<file path="src/rtl/fir_mac_ctrl.sv">
// fir_mac_ctrl: sequencer for a single-MAC FIR filter with an external
// circular sample buffer and an external coefficient ROM.
// Each accepted sample is written to the buffer. Every DECIM-th sample
// then triggers one pass over all TAPS taps. The newest sample is paired
// with coefficient 0. The accumulated sum is shifted right by SHIFT and
// reduced to OUT_WIDTH bits.
// Build option: `define FIR_MAC_SAT_EN saturates the output instead of
// wrapping it.
// Ports:
//   clk, reset         rising-edge clock, synchronous active-low reset
//   x_in, x_strobe     input sample and its one-cycle valid pulse
//   ready              high while a new sample will be accepted
//   cb_wren, cb_rden   circular-buffer write and read enables
//   cb_data_in         sample to the buffer
//   cb_data_out        buffer read data, one cycle after cb_rden
//   coef_addr          ROM address
//   coef_data          ROM data, one cycle after coef_addr
//   y_out, y_strobe    filter output and its one-cycle valid pulse
//   overrun            sticky flag: a sample arrived while busy
module fir_mac_ctrl #(
  parameter int unsigned IN_WIDTH   = 24,
  parameter int unsigned COEF_WIDTH = 18,
  parameter int unsigned TAPS_LOG2  = 8,
  parameter int unsigned ACC_WIDTH  = 50,
  parameter int unsigned SHIFT      = 17,
  parameter int unsigned OUT_WIDTH  = 24,
  parameter int unsigned DECIM      = 1
) (
  input  logic                         clk,
  input  logic                         reset,
  input  logic signed [IN_WIDTH-1:0]   x_in,
  input  logic                         x_strobe,
  output logic                         ready,
  output logic                         cb_wren,
  output logic                         cb_rden,
  output logic signed [IN_WIDTH-1:0]   cb_data_in,
  input  logic signed [IN_WIDTH-1:0]   cb_data_out,
  output logic [TAPS_LOG2-1:0]         coef_addr,
  input  logic signed [COEF_WIDTH-1:0] coef_data,
  output logic signed [OUT_WIDTH-1:0]  y_out,
  output logic                         y_strobe,
  output logic                         overrun
);

  localparam int unsigned TAPS   = 1 << TAPS_LOG2;
  localparam int unsigned PROD_W = IN_WIDTH + COEF_WIDTH;
  localparam int unsigned DEC_W  = (DECIM > 1) ? $clog2(DECIM) : 1;
  localparam logic [TAPS_LOG2-1:0] LAST_TAP = TAPS_LOG2'(TAPS - 1);
  localparam logic [DEC_W-1:0]     DEC_LAST = DEC_W'(DECIM - 1);

  typedef enum logic [2:0] {IDLE, WRITE, READ, DRAIN, OUT} state_t;

  state_t                       r_state, w_state_nxt;
  logic                         r_ready, w_ready_nxt;
  logic                         r_cb_wren, w_wren_nxt;
  logic                         r_cb_rden, w_rden_nxt;
  logic signed [IN_WIDTH-1:0]   r_cb_data_in, w_data_in_nxt;
  logic [TAPS_LOG2-1:0]         r_coef_addr, w_addr_nxt;
  logic [DEC_W-1:0]             r_dec, w_dec_nxt;
  logic                         r_y_strobe, w_ystb_nxt;
  logic signed [OUT_WIDTH-1:0]  r_y_out, w_y;
  logic                         r_overrun;

  // Datapath pipeline: buffer/ROM data valid, product, accumulator
  logic                         r_dv, r_dfirst;
  logic                         r_pv, r_pfirst;
  logic signed [PROD_W-1:0]     r_prod;
  logic signed [ACC_WIDTH-1:0]  r_acc;
  logic signed [ACC_WIDTH-1:0]  w_prod_ext, w_shifted;

  assign ready      = r_ready;
  assign cb_wren    = r_cb_wren;
  assign cb_rden    = r_cb_rden;
  assign cb_data_in = r_cb_data_in;
  assign coef_addr  = r_coef_addr;
  assign y_out      = r_y_out;
  assign y_strobe   = r_y_strobe;
  assign overrun    = r_overrun;

  // Next-state and next-output logic
  always_comb begin
    w_state_nxt   = r_state;
    w_wren_nxt    = 1'b0;
    w_rden_nxt    = 1'b0;
    w_data_in_nxt = r_cb_data_in;
    w_addr_nxt    = r_coef_addr;
    w_dec_nxt     = r_dec;
    w_ystb_nxt    = 1'b0;
    case (r_state)
      IDLE: begin
        if (x_strobe) begin
          w_data_in_nxt = x_in;
          w_wren_nxt    = 1'b1;
          w_state_nxt   = WRITE;
        end
      end
      WRITE: begin
        if (r_dec == DEC_LAST) begin
          w_dec_nxt   = '0;
          w_rden_nxt  = 1'b1;
          w_addr_nxt  = '0;
          w_state_nxt = READ;
        end else begin
          w_dec_nxt   = r_dec + DEC_W'(1);
          w_state_nxt = IDLE;
        end
      end
      READ: begin
        if (r_coef_addr == LAST_TAP) begin
          w_addr_nxt  = '0;
          w_state_nxt = DRAIN;
        end else begin
          w_addr_nxt  = r_coef_addr + TAPS_LOG2'(1);
          w_rden_nxt  = 1'b1;
        end
      end
      // Leave once the last read data has moved into the product register;
      // the accumulator then holds the final sum during OUT.
      DRAIN: begin
        if (!r_dv) w_state_nxt = OUT;
      end
      OUT: begin
        w_ystb_nxt  = 1'b1;
        w_state_nxt = IDLE;
      end
      default: w_state_nxt = IDLE;
    endcase
    w_ready_nxt = (w_state_nxt == IDLE);
  end

  // Output scaling: arithmetic shift, then saturate or wrap
  assign w_shifted = r_acc >>> SHIFT;
`ifdef FIR_MAC_SAT_EN
  localparam logic signed [ACC_WIDTH-1:0] SAT_MAX =
    {{(ACC_WIDTH-OUT_WIDTH+1){1'b0}}, {(OUT_WIDTH-1){1'b1}}};
  localparam logic signed [ACC_WIDTH-1:0] SAT_MIN =
    {{(ACC_WIDTH-OUT_WIDTH+1){1'b1}}, {(OUT_WIDTH-1){1'b0}}};
  always_comb begin
    w_y = OUT_WIDTH'(w_shifted);
    if (w_shifted > SAT_MAX)      w_y = OUT_WIDTH'(SAT_MAX);
    else if (w_shifted < SAT_MIN) w_y = OUT_WIDTH'(SAT_MIN);
  end
`else
  assign w_y = OUT_WIDTH'(w_shifted);
`endif

  // State and registered outputs
  always_ff @(posedge clk) begin
    if (!reset) begin
      r_state      <= IDLE;
      r_ready      <= 1'b1;
      r_cb_wren    <= 1'b0;
      r_cb_rden    <= 1'b0;
      r_cb_data_in <= '0;
      r_coef_addr  <= '0;
      r_dec        <= '0;
      r_y_strobe   <= 1'b0;
      r_y_out      <= '0;
      r_overrun    <= 1'b0;
    end else begin
      r_state      <= w_state_nxt;
      r_ready      <= w_ready_nxt;
      r_cb_wren    <= w_wren_nxt;
      r_cb_rden    <= w_rden_nxt;
      r_cb_data_in <= w_data_in_nxt;
      r_coef_addr  <= w_addr_nxt;
      r_dec        <= w_dec_nxt;
      r_y_strobe   <= w_ystb_nxt;
      if (w_ystb_nxt) r_y_out <= w_y;
      if (x_strobe && (r_state != IDLE)) r_overrun <= 1'b1;
    end
  end

  assign w_prod_ext = ACC_WIDTH'(r_prod);

  // MAC pipeline; the first product of a pass loads the accumulator
  always_ff @(posedge clk) begin
    if (!reset) begin
      r_dv     <= 1'b0;
      r_dfirst <= 1'b0;
      r_pv     <= 1'b0;
      r_pfirst <= 1'b0;
      r_prod   <= '0;
      r_acc    <= '0;
    end else begin
      r_dv     <= r_cb_rden;
      r_dfirst <= r_cb_rden && (r_coef_addr == '0);
      r_pv     <= r_dv;
      r_pfirst <= r_dfirst;
      if (r_dv) r_prod <= PROD_W'(cb_data_out) * PROD_W'(coef_data);
      if (r_pv) r_acc  <= r_pfirst ? w_prod_ext : r_acc + w_prod_ext;
    end
  end

endmodule

</file>
<file path="config.mk">
export PLATFORM = sky130hd
export DESIGN_NAME = fir_mac_ctrl
export DESIGN_NICKNAME = d
export VERILOG_FILES = /design/src/rtl/fir_mac_ctrl.sv
export SDC_FILE = /design/constraint.sdc
export NUM_CORES = 2
export LEC_CHECK = 0
export BUFFER_PORTS_ARGS = -buffer_cell sky130_fd_sc_hd__buf_2
export CORE_ASPECT_RATIO = 1.1
export CORE_MARGIN = 5
export CORE_UTILIZATION = 55
export DETAILED_ROUTE_END_ITERATION = 10
export PLACE_DENSITY = 0.79
export SYNTH_ARGS = -nofsm -noshare
export SYNTH_HDL_FRONTEND = slang
export SYNTH_SLANG_ARGS = --single-unit
</file>
<file path="constraint.sdc">
create_clock -name clk -period 10.04 [get_ports clk]
set_clock_uncertainty 0.2 [all_clocks]
set_input_delay 2.008 -clock clk [delete_from_list [all_inputs] [get_ports clk]]
set_output_delay 2.008 -clock clk [all_outputs]
set_load 0.05 [all_outputs]
</file>
==> results.toml <==
[setup_path]
slowest_stage = "fa_1"
crit_fanout = 24
cpLargestDelayFamily = "adder cells"
critPathArrivalTime_ns = 8.42
crit_path_end_kind = "flip-flop"
path_common_cell = "fa_1"
crit_required_ns = 10.22
worstPathCellList = "buf_2 -> nand2_1 -> fa_1 -> inv_1 -> fa_1 -> inv_1 -> fa_1 -> inv_1 -> fa_1 -> fa_1 -> inv_1 -> fa_1 -> inv_1 -> ha_1 -> a211oi_1 -> nor4b_2 -> a2111oi_2 -> a211oi_2 -> nor2_1 -> o211ai_1 -> mux2_1 -> nand2_1"
critPathBufInv = 6
worstSetupStartpointType = "input port"
criticalPathCategory = "input port to flip-flop"
max_stage_delay_ns = 0.55

[final_layout]
multi_input_area_um2 = 17700
fill_cells = 3620
diodes = 0
fin_area_um2 = 24600
fin_nets = 3348
syn_to_final_growth_pct = 6.52
register_area_um2 = 3010
final_layout_size_suffix_gt1_frac = 0.0745

[cts]
path_clk_slew_ns = 0.06
cts_tree = "done"
worst_skew_pair.late_latency_ns = 0.43
cts-hold-fix-buffers = 0
numCtsBuffers = 17
htree_levels = 4
cts_root_buffer = "clkbuf_16"
ctsResizeCount = 0
clockBufferDepth = 2
post_cts_buffers = 0
cts.sinks = 150

[floorplanning]
start_util = 0.558
dieArea_um2 = 46200
core-area_um2 = 41400
rows = 78
die_w_um = 205
die_height_um = 225
pin_count = 130

[synth]
ys_top_cells_by_count = "507 x inv_1, 427 x nand2_1, 420 x fa_1, 157 x and2_1, 150 x dfxtp_1"
synth_top_area_cell = "fa_1"
yosys.cell_types.count = 78
avgSynthCellArea_um2 = 8.57
synth_edf_count = 0
ys_seq_elements = 150
ys_seq_area_frac = 0.130
syn_area_um2 = 23100
syn_inst = 2691
yosys-top-cells-area = "fa_1 36%, dfxtp_1 13%, inv_1 8.2%"
synth_top_flop_cell = "dfxtp_1"
synth_nets = 3325
synth_most_common_cell = "inv_1"
ys_warn_count = 0
async_flop_share = 0
synth_top_area_frac = 0.364

[sta]
finalCritPeriodShare = 0.821
hold_violations = 0
finalCriticalPeriod_ns = 8.25
max_freq_ghz = 0.121
totalNegativeSetupSlack_ns = 0
setup_slack_ns = 1.79
rsz0062_at_grt = "false"
slew_viol_final = 0
hold_slack_ns = 0.240
setup_viol = 0
relSlewSlack = 0.189
tightest_slew_ns = 1.20

[global_routing]
grt_max_degree = 79
track_usage = 0.249
antenna_found_initial = 0
grt_remaining_overflow = 0
grt_pass1_vias = 19400
grt_pass1_wl_mm = 94.4

[routing]
drc = 0
routed-via-count = 18000
via_per_inst = 5.46
drt-initial-drc-count = 1145
wl_per_cell_um = 17.0
drtAntennaViolNets = 0
dr.pass1.iters = 6
wirelength_mm = 55.8

[place]
numPortBuffers = 129
gp_congestion = 0.892
place_ws_ns = 1.40
postPlaceCellArea_um2 = 24000
place_hpwl_mm = 44.2

[min_path]
min_path_type = "flip-flop to flip-flop"

[flow_run]
drv_cap = 0

[outcome]
status = "finished clean"
worst paths after layout:
path                            cells past startpoint          to    startpoint  slack, ns
worst max-delay path                               22  r_prod[39]  coef_data[3]       1.79
worst min-delay path                                1    r_pfirst      r_dfirst       0.24
worst max register to register                     12   r_acc[34]     r_prod[0]       6.79
worst min register to register                      1    r_pfirst      r_dfirst       0.24
sequential cells by signal, summed over array words and instances (netlist names), 3 cells and up:
register,flops
y_out,24
coef_addr,8
r_acc,41
r_state,3
cb_data_in,24
r_prod,41
through the flow:
| stage | util | std cells |
|---|---|---|
| after detailed placement | 0.579 | 3255 |
| after CTS | 0.594 | 3286 |
| after global routing | 0.594 | 3286 |
| after global placement | 0.579 | 3255 |
| final | 0.594 | 3286 |
| after floorplan | - | 2691 |
cell type report:
type	count	area share
inverters	508	0.0776
repair buffers	135	0.0281
clock inverters	11	0.00555
multi-input cells	1902	0.719
flip-flops and latches	150	0.122
well taps	560	0.0285
clock buffers	20	0.0190
cells in the final DEF, fill, tap and decap left out, types with 5 or more instances in the layout:
cell	count
inv_1	506
nand2_1	427
fa_1	420
and2_1	157
dfxtp_1	147
a21oi_1	146
ha_1	145
buf_2	129
nor2_1	99
o21ai_0	75
xnor2_1	47
mux2i_1	38
nor2b_1	28
nand3_1	25
nand2b_1	24
nor3_1	24
xor2_1	24
a21o_1	22
o211ai_1	21
clkbuf_16	17
o21a_1	14
a31oi_1	13
o21ai_1	13
nand3b_1	13
a211oi_1	13
and3_1	11
o21bai_1	9
nor3b_1	7
or3_1	6
o21ai_2	6
buf_4	6
inv_6	5
logic make-up (layout without fill, tap and decap cells):
logic type                 count (synthesis)  count (layout)  synth area share
muxes                                     40              40            0.0175
adders and majority gates                565             565             0.443
DFF                                      150             150             0.130
buffers and inverters                    639             674             0.104
xor gates and xnor gates                  71              71            0.0269
AOI/OAI and AO/OA                        384             384             0.107
and+or+nand+nor                          842             842             0.172
routing by layer:
layer	part of all wire	wire [um]	vias up	global-route usage
li1	-	-	8364	-
met1	0.41	23100	8873	0.321
met2	0.50	27700	618	0.432
met3	0.066	3690	102	0.0433
met4	0.025	1380	0	0.0733
met5	0	0	-	0
Power is not shown: default switching activity piles up to over one toggle a cycle in this logic, so the estimate is an artifact.
